<file path="config.mk">
export PLATFORM = sky130hd
export DESIGN_NAME = mem_access_unit
export DESIGN_NICKNAME = d
export VERILOG_FILES = /design/src/rtl/mem_pkg.sv /design/src/rtl/lane_extract_merge.sv /design/src/rtl/mem_access_unit.sv
export SDC_FILE = /design/constraint.sdc
export NUM_CORES = 1
export LEC_CHECK = 0
export BUFFER_PORTS_ARGS = -buffer_cell sky130_fd_sc_hd__buf_2
export CAP_MARGIN = 20
export CELL_PAD_IN_SITES_DETAIL_PLACEMENT = 1
export CELL_PAD_IN_SITES_GLOBAL_PLACEMENT = 2
export CORE_UTILIZATION = 36
export CTS_BUF_LIST = sky130_fd_sc_hd__clkbuf_4 sky130_fd_sc_hd__clkbuf_8
export CTS_CLUSTER_DIAMETER = 80
export DETAILED_ROUTE_END_ITERATION = 8
export MAX_ROUTING_LAYER = met4
export PLACE_DENSITY = 0.91
export SLEW_MARGIN = 15
export SYNTH_ARGS = -nofsm -noshare
export SYNTH_HDL_FRONTEND = slang
export SYNTH_SLANG_ARGS = --single-unit
</file>
<file path="constraint.sdc">
create_clock -name clk -period 3.8 [get_ports clk]
set_input_delay 0.38 -clock clk [delete_from_list [all_inputs] [get_ports clk]]
set_output_delay 0.38 -clock clk [all_outputs]
set_load 0.02 [all_outputs]
</file>
<file path="src/rtl/mem_pkg.sv">
// -----------------------------------------------------------------------------
// mem_pkg
// Shared definitions for the load/store front end: request size encodings,
// the access FSM state type and the alignment rule used to reject requests.
// -----------------------------------------------------------------------------
package mem_pkg;

    localparam logic [1:0] SZ_BYTE    = 2'd0;
    localparam logic [1:0] SZ_HALF    = 2'd1;
    localparam logic [1:0] SZ_WORD    = 2'd2;
    localparam logic [1:0] SZ_ILLEGAL = 2'd3;

    typedef enum logic [2:0] {
        StIdle,
        StLdRead,
        StStWrite,
        StRmwRead,
        StRmwWrite,
        StDone
    } state_e;

    // Halves must be 2-byte aligned, words 4-byte aligned; size 3 is never legal.
    function automatic logic is_misaligned(input logic [1:0] size, input logic [1:0] offset);
        logic bad;
        unique case (size)
            SZ_BYTE: bad = 1'b0;
            SZ_HALF: bad = offset[0];
            SZ_WORD: bad = (offset != 2'b00);
            default: bad = 1'b1;
        endcase
        return bad;
    endfunction

endpackage

</file>
<file path="src/rtl/lane_extract_merge.sv">
// -----------------------------------------------------------------------------
// lane_extract_merge
// Purely combinational lane logic shared by the load and store paths.
//   offset      in   byte offset within the word (addr[1:0])
//   size        in   request size (byte/half/word)
//   sign_ext    in   sign-extend the extracted lane on loads
//   rd_word     in   word read from data memory (load path)
//   load_value  out  selected lane, sign/zero extended
//   merge_word  in   word captured during the read half of a read-modify-write
//   wdata       in   right-justified store data
//   merged_word out  merge_word with the addressed lane replaced by wdata
// -----------------------------------------------------------------------------
module lane_extract_merge
    import mem_pkg::*;
#(
    parameter bit BIG_ENDIAN = 1'b1
) (
    input  logic [1:0]  offset,
    input  logic [1:0]  size,
    input  logic        sign_ext,
    input  logic [31:0] rd_word,
    output logic [31:0] load_value,
    input  logic [31:0] merge_word,
    input  logic [31:0] wdata,
    output logic [31:0] merged_word
);

    logic [4:0]  byte_shift;
    logic [4:0]  half_shift;
    logic [31:0] byte_aligned;
    logic [31:0] half_aligned;
    logic [7:0]  byte_lane;
    logic [15:0] half_lane;
    logic [31:0] byte_mask;
    logic [31:0] half_mask;

    // Big-endian puts offset 0 in the most significant lane, so the shift
    // amount uses the inverted offset.
    always_comb begin
        if (BIG_ENDIAN) begin
            byte_shift = {~offset, 3'b000};
            half_shift = {~offset[1], 4'b0000};
        end else begin
            byte_shift = {offset, 3'b000};
            half_shift = {offset[1], 4'b0000};
        end
    end

    always_comb begin
        byte_aligned = rd_word >> byte_shift;
        half_aligned = rd_word >> half_shift;
        byte_lane    = byte_aligned[7:0];
        half_lane    = half_aligned[15:0];
        load_value   = rd_word;
        unique case (size)
            SZ_BYTE: load_value = {{24{sign_ext & byte_lane[7]}}, byte_lane};
            SZ_HALF: load_value = {{16{sign_ext & half_lane[15]}}, half_lane};
            default: load_value = rd_word;
        endcase
    end

    always_comb begin
        byte_mask   = 32'h0000_00ff << byte_shift;
        half_mask   = 32'h0000_ffff << half_shift;
        merged_word = wdata;
        unique case (size)
            SZ_BYTE: merged_word = (merge_word & ~byte_mask) |
                                   ({24'h0, wdata[7:0]} << byte_shift);
            SZ_HALF: merged_word = (merge_word & ~half_mask) |
                                   ({16'h0, wdata[15:0]} << half_shift);
            default: merged_word = wdata;
        endcase
    end

endmodule

</file>
<file path="src/rtl/mem_access_unit.sv">
// -----------------------------------------------------------------------------
// mem_access_unit
// Load/store front end between the EX/MEM pipeline register and a word-wide
// data memory. Sub-word stores are done as a read-modify-write.
//   clk, rst_n        clock, asynchronous active-low reset
//   req_valid         request present (held stable while stall=1)
//   req_write         1 = store, 0 = load
//   req_size          0 byte, 1 half, 2 word, 3 illegal
//   req_signed        sign-extend sub-word loads
//   req_addr          byte address
//   req_wdata         right-justified store data
//   stall             freeze upstream pipeline
//   load_data         extended load result, held until the next load
//   load_valid        one-cycle pulse when load_data is new
//   misalign          request rejected this cycle
//   mem_address       word-aligned memory address
//   mem_write_data    word written to memory
//   MemWrite/MemRead  memory enables (never both set)
//   mem_read_data     combinational memory read data
// -----------------------------------------------------------------------------
module mem_access_unit
    import mem_pkg::*;
#(
    parameter int unsigned ADDR_WIDTH = 32,
    parameter bit          BIG_ENDIAN = 1'b1
) (
    input  logic                  clk,
    input  logic                  rst_n,
    input  logic                  req_valid,
    input  logic                  req_write,
    input  logic [1:0]            req_size,
    input  logic                  req_signed,
    input  logic [ADDR_WIDTH-1:0] req_addr,
    input  logic [31:0]           req_wdata,
    output logic                  stall,
    output logic [31:0]           load_data,
    output logic                  load_valid,
    output logic                  misalign,
    output logic [ADDR_WIDTH-1:0] mem_address,
    output logic [31:0]           mem_write_data,
    output logic                  MemWrite,
    output logic                  MemRead,
    input  logic [31:0]           mem_read_data
);

    state_e                state_q, state_d;
    logic [ADDR_WIDTH-1:0] addr_q;
    logic [1:0]            size_q;
    logic                  signed_q;
    logic                  write_q;
    logic [31:0]           wdata_q;
    logic [31:0]           merge_q;
    logic [31:0]           load_data_q;

    logic                  req_bad;
    logic                  accept;
    logic [ADDR_WIDTH-1:0] word_addr;
    logic [31:0]           load_value;
    logic [31:0]           merged_word;

    assign req_bad   = is_misaligned(req_size, req_addr[1:0]);
    assign accept    = (state_q == StIdle) && req_valid && !req_bad;
    assign word_addr = {addr_q[ADDR_WIDTH-1:2], 2'b00};
    assign load_data = load_data_q;

    lane_extract_merge #(
        .BIG_ENDIAN (BIG_ENDIAN)
    ) u_lane (
        .offset      (addr_q[1:0]),
        .size        (size_q),
        .sign_ext    (signed_q),
        .rd_word     (mem_read_data),
        .load_value  (load_value),
        .merge_word  (merge_q),
        .wdata       (wdata_q),
        .merged_word (merged_word)
    );

    always_ff @(posedge clk or negedge rst_n) begin
        if (!rst_n) begin
            state_q <= StIdle;
        end else begin
            state_q <= state_d;
        end
    end

    always_ff @(posedge clk or negedge rst_n) begin
        if (!rst_n) begin
            addr_q      <= '0;
            size_q      <= SZ_BYTE;
            signed_q    <= 1'b0;
            write_q     <= 1'b0;
            wdata_q     <= '0;
            merge_q     <= '0;
            load_data_q <= '0;
        end else begin
            if (accept) begin
                addr_q   <= req_addr;
                size_q   <= req_size;
                signed_q <= req_signed;
                write_q  <= req_write;
                wdata_q  <= req_wdata;
            end
            if (state_q == StRmwRead) begin
                merge_q <= mem_read_data;
            end
            if (state_q == StLdRead) begin
                load_data_q <= load_value;
            end
        end
    end

    always_comb begin
        state_d        = state_q;
        stall          = 1'b0;
        misalign       = 1'b0;
        load_valid     = 1'b0;
        MemRead        = 1'b0;
        MemWrite       = 1'b0;
        mem_address    = '0;
        mem_write_data = '0;
        unique case (state_q)
            StIdle: begin
                if (req_valid) begin
                    if (req_bad) begin
                        misalign = 1'b1;
                    end else begin
                        stall = 1'b1;
                        if (!req_write) begin
                            state_d = StLdRead;
                        end else if (req_size == SZ_WORD) begin
                            state_d = StStWrite;
                        end else begin
                            state_d = StRmwRead;
                        end
                    end
                end
            end
            StLdRead: begin
                stall       = 1'b1;
                MemRead     = 1'b1;
                mem_address = word_addr;
                state_d     = StDone;
            end
            StStWrite: begin
                stall          = 1'b1;
                MemWrite       = 1'b1;
                mem_address    = word_addr;
                mem_write_data = wdata_q;
                state_d        = StDone;
            end
            StRmwRead: begin
                stall       = 1'b1;
                MemRead     = 1'b1;
                mem_address = word_addr;
                state_d     = StRmwWrite;
            end
            StRmwWrite: begin
                stall          = 1'b1;
                MemWrite       = 1'b1;
                mem_address    = word_addr;
                mem_write_data = merged_word;
                state_d        = StDone;
            end
            StDone: begin
                // Upstream advances on this edge; the stale request is not re-accepted.
                load_valid = !write_q;
                state_d    = StIdle;
            end
            default: begin
                state_d = StIdle;
            end
        endcase
        // stall/misalign decode live inputs, so force them low while reset is held.
        if (!rst_n) begin
            stall    = 1'b0;
            misalign = 1'b0;
        end
    end

endmodule

</file>
Word-level counts from Yosys, hierarchy flattened
Cells that the tools add are included.
Word-level totals
  register bits: 135
  bits of input ports: 103
  logic and storage cells: 68
Operators by class
  equality and inequality tests: 10
  shift operators: 6
  muxes and demuxes: 21
  bitwise logic cells: 10
  reduce and logical (&&, ||, !) cells: 13
Operators with widths (number)
  case mux 32 bit (2 select lines): 3
  bitwise AND 32 bit: 2
  inverter 32 bit: 2
  OR 32 bit: 2
  two-way mux 32 bit: 1
  left shift 16 x 5 -> 32 bit: 1
  left shift 16 x 5 -> 32 bit, first input constant: 1
  left shift 8 x 5 -> 32 bit: 1
  left shift 8 x 5 -> 32 bit, first input constant: 1
  right shift 32 x 5 -> 16 bit: 1
  right shift 32 x 5 -> 8 bit: 1
  two-way mux 1 bit: 11
  case mux 3 bit (3 select lines): 1
  equality test 3 x 2 -> 1 bit, second input constant: 2
  equality test 3 bit, second input constant: 2
  two-way mux 3 bit: 2
  equality test 2 x 1 -> 1 bit, second input constant: 2
  zero test 2 bit: 2
  inequality test 2 bit, second input constant: 2
  OR reduction 2 bit: 2
  OR reduction 4 bit: 1
  equality test 3 x 1 -> 1 bit, second input constant: 1
  zero test 3 bit: 1
  case mux 1 bit (3 select lines): 1
  other kinds (11): 14

Longest topological paths before layout
Gate-level depths: netlist (run 1).
  word-level depth: 7
  depth in mapped cells: 8

Modules after synthesis
A second synthesis (run 1) with hierarchy kept.
Second synthesis, totals
  cells, all modules: 614
  area, all modules: 7398.3 µm²
Modules (own cells, without submodules)
  mem_access_unit: instances 1, cells each 381, area an instance 5689.2 µm², seq. area each 3378.2 µm²
  lane_extract_merge: instances 1, cells each 233, area an instance 1709.1 µm², seq. area each 0.0 µm²

Least setup slack after synthesis (run 1)
Ideal clock, no wire load.
  path type: reg-to-output
  start: reg state_q[0]
  end: out mem_write_data[21]
  data arrival time: 1.813 ns
  data required time: 3.420 ns
  slack: 1.607 ns
  stages on the path, launching flop included: 8
  path buffers: 3
  path through: dfrtp_1 > buf_4 > or3b_1 > buf_6 > nor2_8 > nand2_4 > buf_6 > o221ai_1
On the way
  cells in the longest elaborated chain, start to end: 2
  elaborated cells between the ends (all ways): 3
  classes of those cells: eq/ne (2); mux (1)
RTL lines
  from (decl): RTL line mem_access_unit.sv:46  | state_e state_q, state_d;
  from (signal assigned): RTL line mem_access_unit.sv:81  | state_q <= StIdle;
  from (signal assigned): RTL line mem_access_unit.sv:83  | state_q <= state_d;
  equality test 3 bit / equality test 3 x 2 -> 1 bit (equally long branches): RTL line mem_access_unit.sv:122  | unique case (state_q)
  case mux 32 bit (2 select lines) *: RTL line mem_access_unit.sv:122
  to (decl): RTL line mem_access_unit.sv:40  | output logic [31:0] mem_write_data,
Mark *: on every way between the ends. The rest lies on a longest branch, timed or not.

Worst setup path after layout (run 1)
  start: reg addr_q[1]
  end: out mem_write_data[11]
On the way
  cells in the longest elaborated chain, start to end: 7
  elaborated cells between the ends (all ways): 14
  classes of those cells: shift (4); mux (2); bitwise (8)
RTL lines
  from (decl): RTL line mem_access_unit.sv:47  | logic [ADDR_WIDTH-1:0] addr_q;
  from (signal assigned): RTL line mem_access_unit.sv:98  | addr_q <= req_addr;
  inverter 1 bit / inverter 2 bit (equally long branches): RTL line lane_extract_merge.sv:42, lane_extract_merge.sv:41
  left shift 16 x 5 -> 32 bit / left shift 8 x 5 -> 32 bit (equally long branches): RTL line lane_extract_merge.sv:64, lane_extract_merge.sv:63
  inverter 32 bit, on equally long branches: RTL line lane_extract_merge.sv:69, lane_extract_merge.sv:67
  bitwise AND 32 bit, on equally long branches: RTL line lane_extract_merge.sv:69, lane_extract_merge.sv:67
  OR 32 bit, on equally long branches: RTL line lane_extract_merge.sv:69, lane_extract_merge.sv:67
  case mux 32 bit (2 select lines) *: RTL line lane_extract_merge.sv:66  | unique case (size)
  case mux 32 bit (2 select lines) *: RTL line mem_access_unit.sv:122
Marks and branches as above.

==> flow_summary.toml, run 1 <==
[setup_path]
worstPathCellList = "a21oi_1 > or3b_2 > a21oi_1 > a22o_1 > buf_2"
cp-start-kind = "flop"
critPathSlowestCell = "sky130_fd_sc_hd__dfrtp_2"
longest_individual_stage_delay_on_the_worst_path_ns = 0.74
r2r_start = "state_q[2]$_DFFE_PN0P_"
crit_type = "flop to output port"
worst-path-max-fanout = 30
origin_of_the_worst_setup_path = "addr_q[1]$_DFFE_PN0P_"
cp_common_cell = "sky130_fd_sc_hd__a21oi_1"
crit_path_capture_type = "output port"
cp.required_ns = 3.42
worstPathArrival_ns = 2.99

[pwr]
combinationalPowerShare = 0.489
p_leak_uw = 0.004231
pwr_density_cell_nw_per_um2 = 945.5
power_frac_seq = 0.343
power.switching_fraction = 0.4453
power.net_switching_uw = 3679
cell_internal_pwr_uw = 4582
clockPowerShare = 0.168
power.ir.vdd_worst_uv = 463.4

[floorplanning]
floorplan.io_pins = 204
starting_utilization_of_the_core_area = 0.3730
design.die.area_um2 = 20270
number_of_cell_rows = 50
core-area_um2 = 19020
die_w_um = 142.4
die_height_um = 142.4

[grt]
grt_first_pass_wirelength_mm = 35.16
first_global_vias = 6128
grt_max_degree = 51
grt_antenna_before_repair = 1
global_route.overflow_total = 0
grt.total_usage = 0.2386

[timing]
final_hold_viol_count = 0
drv_slew = 0
finClkSkew_ns = 0.01173
fin_setup_tns_ns = 0
setup_violations = 0
layout_setup_ws_ns = 0.4256
tightestPinTransition_ns = 0.9413
grt_setup_unrepaired = "no"
finalCriticalPeriod_ns = 3.374
normalized_max_slew_margin = 0.3725
fin_hold_ws_ns = 0.1284
maxClockFrequency_mhz = 296.3
final_min_period_over_clock_period = 0.8880

[synthesis]
synth_top_family_by_area = "multiplexers"
synth-compound-area-share = 0.1418
synth_cells = 644
synth_edf_count = 0
synth_seq_cells = 135
synth.cell_area_um2 = 7093
synth_ff_type = "sky130_fd_sc_hd__dfrtp_1"
yosys.area_share.xor_xnor = 0
synth.distinct_cells = 50
synthArstFlopShare = 1.000
synth-adder-area-share = 0
synth_warn = 0
yosysSeqAreaShare = 0.4763
yosys.area_share.simple = 0.1212
mean_instance_size_in_the_synthesized_netlist_um2 = 11.01
yosys-mux-area-fraction = 0.2094

[place]
routabilityCongestion = 0.8128
io_buffers = 201
placement.setup.worst_slack_ns = 0.9741
dp.final_hpwl_mm = 16.46

[clock_tree]
clockBufferDepth = 2
post_cts_resized = 0
cts_tree = "done"
worst_setup_hold_path_clk_slew_ns = 0.09
post-cts-setup-buffer-count = 0
tritoncts_num_sinks = 135
cts-htree-levels = 4
cts_inserted_buffers = 17
clockRootBuffer = "sky130_fd_sc_hd__clkbuf_8"
insertion_delay_ns = 0.47

[finish]
core_utilization_of_the_finished_layout = 0.4594
syn_to_final_growth_pct = 23.18
area_of_combinational_cells_with_multiple_inputs_um2 = 3361
commonest_cells_after_routing_fill_and_taps_aside = "200 x sky130_fd_sc_hd__buf_2, 133 x sky130_fd_sc_hd__dfrtp_1, 115 x sky130_fd_sc_hd__mux2_2, 59 x sky130_fd_sc_hd__nand2_1, 33 x sky130_fd_sc_hd__nand3_1"
layout.area.seq_um2 = 3381
most_common_library_cell_in_the_layout_ignoring_fill_and_taps = "sky130_fd_sc_hd__buf_2"
num-fill-cells = 2213
drive_gt1_frac = 0.4495
design.final.nets = 931

[worst_hold_path]
hold_path_startpoint = "req_wdata[17]"
hold_class = "primary input to flop"

[route]
detailedRoute.firstPassIterationCount = 4
vias_per_cell = 5.309
routed_wl_mm = 22.53
drc_errors = 0
antenna_left = 0
drt-initial-drc-count = 414
wl_per_cell_um = 20.44
num_vias = 5851

[outcome]
run_status = "finished clean"

[job]
drv_cap = 0
## flip-flops by register name, summed over array words and instances, names as in the netlist
register   count
addr_q        32
merge_q       32
signed_q       1
write_q        1
load_data     32
size_q         2
wdata_q       32
state_q        3
## synth_stat cells (all sizes together), types with 2 or more instances
master,instances,share of area
or3b,3,0.0037
clkbuf,20,0.011
inv,16,0.0085
o21a,2,0.0021
a21oi,18,0.013
o221ai,23,0.028
clkinv,2,0.0011
o21ai,20,0.014
mux2,115,0.18
nand3,33,0.023
or3,3,0.0034
and2,30,0.026
mux2i,19,0.027
nor3,13,0.0099
a22oi,24,0.025
nor2,8,0.0069
a222oi,7,0.0099
a22o,22,0.027
buf,35,0.030
dfrtp,135,0.48
nor2b,5,0.0044
nand2,61,0.033
o22ai,8,0.0071
nand2b,6,0.0053
## cell type report
class,count,area share
multi-input cells,437,0.3846
repair buffers,219,0.1316
inverters,18,0.007733
clock buffers,17,0.02678
diodes,1,0.0002864
clock inverters,15,0.02477
flip-flops and latches,135,0.3869
well taps,260,0.03723
## timing repair
action | 4_1_cts | 5_1_grt
hold endpoints to repair | 46 | 0
hold buffers | 1 | 0
setup endpoints to repair | 0 | 0
## stage by stage
step | total power [uW] | instances | cell area, um2
2_1_floorplan | 5547 | 645 | 7097
3_3_place_gp | 6778 | 1068 | 8274
3_5_place_dp | 6880 | 1068 | 8274
4_1_cts | 8309 | 1101 | 8735
5_1_grt | 8775 | 1102 | 8737
6_report | 8261 | 1102 | 8737
## worst paths after layout
check | depth (start not counted) | slack (ns) | endpoint
worst max-delay path | 5 | 0.43 | mem_write_data[11]
worst min-delay path | 2 | 0.13 | wdata_q[17]$_DFFE_PN0P_
worst max register to register | 4 | 1.43 | wdata_q[12]$_DFFE_PN0P_
worst min register to register | 2 | 0.48 | load_data[1]$_DFFE_PN0N_
max in group asynchronous | 3 | 2.34 | load_data[8]$_DFFE_PN0N_
min in group asynchronous | 2 | 0.42 | addr_q[12]$_DFFE_PN0P_
## logic make-up after synthesis
logic type	after synthesis
and+or+nand+nor	166
other	1
AOI/OAI and AO/OA	135
DFF	135
buffers and inverters	73
muxes	134
## power by group through the flow
| stage | clock (uW) | sequential [uW] | combinational [uW] |
|---|---|---|---|
| after detailed placement | 0 | 2850 | 4030 |
| after global routing | 1460 | 2940 | 4380 |
| after global placement | 0 | 2820 | 3960 |
| after floorplan | 0 | 2650 | 2890 |
| after CTS | 1420 | 2830 | 4060 |
| final | 1390 | 2830 | 4040 |
## metal layers
metal / global-route usage / routed length, um
met3: 0.04576 / 1367
met5: - / 0
met4: 0.07640 / 347
met1: 0.3220 / 10530
met2: 0.3599 / 10280
## worst max-delay path: cells and delay by family (launching register included)
kind / cells / cell delay [ns]
flip-flops: 1 / 0.74
AND/OR/NAND/NOR: 1 / 0.45
buffers and inverters: 1 / 0.17
AO/OA/AOI/OAI: 3 / 1.17
Power figures use the tool's default switching activity.
==> run 2, diff against run 1 <==
--- a/config.mk
+++ b/config.mk
@@ -5,7 +5,7 @@
 export SDC_FILE = /design/constraint.sdc
 export NUM_CORES = 1
 export LEC_CHECK = 0
-export BUFFER_PORTS_ARGS = -buffer_cell sky130_fd_sc_hd__buf_2
+export BUFFER_PORTS_ARGS = -buffer_cell sky130_fd_sc_hd__clkbuf_2
 export CAP_MARGIN = 20
 export CELL_PAD_IN_SITES_DETAIL_PLACEMENT = 1
 export CELL_PAD_IN_SITES_GLOBAL_PLACEMENT = 2
==> run 2 against run 1 <==
  * Register-to-register slack better by 0.11 ns
  * Largest power group unchanged
  * Critical path type unchanged
  * Clock power is 19% lower
  * Count of clock-buffer cells in the layout grew 2
  * Highest routed layer unchanged
==> flow_summary.toml, run 2 (synthesis gave the netlist of run 1 again) <==
[setup_path]
cp-start-kind = "flop"
worstPathArrival_ns = 2.80
crit_type = "flop to output port"
crit_path_capture_type = "output port"
worst-path-max-fanout = 22
cp.required_ns = 3.42

[floorplanning]
design.die.area_um2 = 20270
starting_utilization_of_the_core_area = 0.3730
die_height_um = 142.4
core-area_um2 = 19020
floorplan.io_pins = 204
number_of_cell_rows = 50
die_w_um = 142.4

[route]
num_vias = 5810
detailedRoute.firstPassIterationCount = 6
routed_wl_mm = 22.26
drt-initial-drc-count = 345
drc_errors = 0
vias_per_cell = 5.296
antenna_left = 0
wl_per_cell_um = 20.30

[grt]
peak_usage_layer_in_the_global_routing_report = "met2"
grt_max_degree = 53
grt_antenna_before_repair = 0
global_route.usage.met1 = 0.3293
grt.total_usage = 0.2332
global_route.usage.met3 = 0.04879
global_route.overflow_total = 0
gr-usage-met2 = 0.3437
grt_first_pass_wirelength_mm = 34.67
first_global_vias = 6078

[worst_hold_path]
hold_class = "primary input to flop"

[timing]
grt_setup_unrepaired = "no"
layout_setup_ws_ns = 0.6223
setup_violations = 0
finClkSkew_ns = 0.01415
fin_setup_tns_ns = 0
drv_slew = 0
finalCriticalPeriod_ns = 3.178
final_min_period_over_clock_period = 0.8362
final_hold_viol_count = 0
maxClockFrequency_mhz = 314.7
normalized_max_slew_margin = 0.4229
tightestPinTransition_ns = 0.8657

[place]
routabilityCongestion = 0.8322
placement.setup.worst_slack_ns = 1.077
dp.final_hpwl_mm = 16.38
io_buffers = 201

[clock_tree]
cts_inserted_buffers = 17
cts-htree-levels = 4
insertion_delay_ns = 0.45
clockRootBuffer = "sky130_fd_sc_hd__clkbuf_8"
worst_setup_hold_path_clk_slew_ns = 0.09
cts_tree = "done"
post-cts-setup-buffer-count = 0
tritoncts_num_sinks = 135
clockBufferDepth = 2

[finish]
num-fill-cells = 2189
area_of_combinational_cells_with_multiple_inputs_um2 = 3361
antenna_cells = 0
drive_gt1_frac = 0.4468
layout.area.seq_um2 = 3381
design.final.nets = 929
commonest_cells_after_routing_fill_and_taps_aside = "200 x sky130_fd_sc_hd__clkbuf_2, 133 x sky130_fd_sc_hd__dfrtp_1, 115 x sky130_fd_sc_hd__mux2_2, 59 x sky130_fd_sc_hd__nand2_1, 33 x sky130_fd_sc_hd__nand3_1"
most_common_library_cell_in_the_layout_ignoring_fill_and_taps = "sky130_fd_sc_hd__clkbuf_2"
syn_to_final_growth_pct = 21.73

[pwr]
p_leak_uw = 0.004171
pwr_density_cell_nw_per_um2 = 925.5
power.ir.vdd_worst_uv = 441.0

[outcome]
run_status = "finished clean"

[job]
drv_cap = 0
==> run 2: cell types whose count changed in the layout (fill, tap and decap cells not counted) <==
cell                         change
sky130_fd_sc_hd__buf_2         -200
sky130_fd_sc_hd__clkbuf_2      +200
sky130_fd_sc_hd__buf_4           -3
sky130_fd_sc_hd__bufinv_16       -3
sky130_fd_sc_hd__clkinv_2        +3
sky130_fd_sc_hd__clkbuf_4        +2
sky130_fd_sc_hd__clkinvlp_4      -2
sky130_fd_sc_hd__inv_8           -2
sky130_fd_sc_hd__buf_12          +1
sky130_fd_sc_hd__clkinv_4        +1
sky130_fd_sc_hd__diode_2         -1
sky130_fd_sc_hd__inv_6           -1
==> run 2: worst max-delay path, stage by stage, from the launching register on <==
cell and delay [ns]:
sky130_fd_sc_hd__dfrtp_2 0.69, sky130_fd_sc_hd__a21oi_1 0.09, sky130_fd_sc_hd__or3b_2 0.45, sky130_fd_sc_hd__a21oi_1 0.64
sky130_fd_sc_hd__a22o_1 0.31, sky130_fd_sc_hd__clkbuf_2 0.18
==> run 2: layout make-up <==
class,instances,share of cell area
sequential,135,0.3915
clock inverter,11,0.01203
clock buffer,19,0.02884
timing repair buffer,217,0.1329
tap,260,0.03768
inverter,18,0.007825
multi-input combinational,437,0.3892
==> run 2: timing repair <==
| item | CTS | global route |
|---|---|---|
| resized for setup | 0 | 0 |
| hold buffers | 1 | 0 |
| setup endpoints to repair | 0 | 0 |
| hold endpoints to repair | 46 | 0 |
==> run 2: path summary, 6_finish.rpt <==
kind                                     startpoint                       end  slack [ns]  cells past startpoint
hold reg to reg            load_data[1]$_DFFE_PN0N_  load_data[1]$_DFFE_PN0N_        0.48                      2
max in group asynchronous                     rst_n   merge_q[21]$_DFFE_PN0P_        2.30                      3
setup / recovery              size_q[1]$_DFFE_PN0P_        mem_write_data[13]        0.62                      5
min in group asynchronous                     rst_n     addr_q[9]$_DFFE_PN0P_        0.45                      2
hold / removal                         req_wdata[6]    wdata_q[6]$_DFFE_PN0P_        0.16                      2
setup reg to reg              size_q[1]$_DFFE_PN0P_  load_data[3]$_DFFE_PN0N_        1.54                      4
==> run 2: routing by layer <==
layer,part of all wire,up-vias,wire length (um)
met5,0,-,0
met4,0.0078,0,174
met3,0.062,13,1386
met2,0.45,189,10050
met1,0.48,2897,10660
li1,-,2711,-
==> run 2: where the power goes <==
group,internal [uW],switching [uW]
combinational,1700,2380
clock,527,593
sequential,2130,650
total,4360,3630
==> run 2: metrics by stage <==
| stage | power (uW) | hold WS, ns | area, um2 | utilization | instances |
|---|---|---|---|---|---|
| after floorplan | 5547 | 0.08441 | 7097 | - | 645 |
| after global routing | 8514 | 0.1334 | 8635 | 0.4540 | 1097 |
| final | 7992 | 0.1576 | 8635 | 0.4540 | 1097 |
| after detailed placement | 6893 | 0.3637 | 8272 | 0.4349 | 1066 |
| after global placement | 6800 | 0.3611 | 8272 | 0.4349 | 1066 |
| after CTS | 8053 | 0.1324 | 8635 | 0.4540 | 1097 |
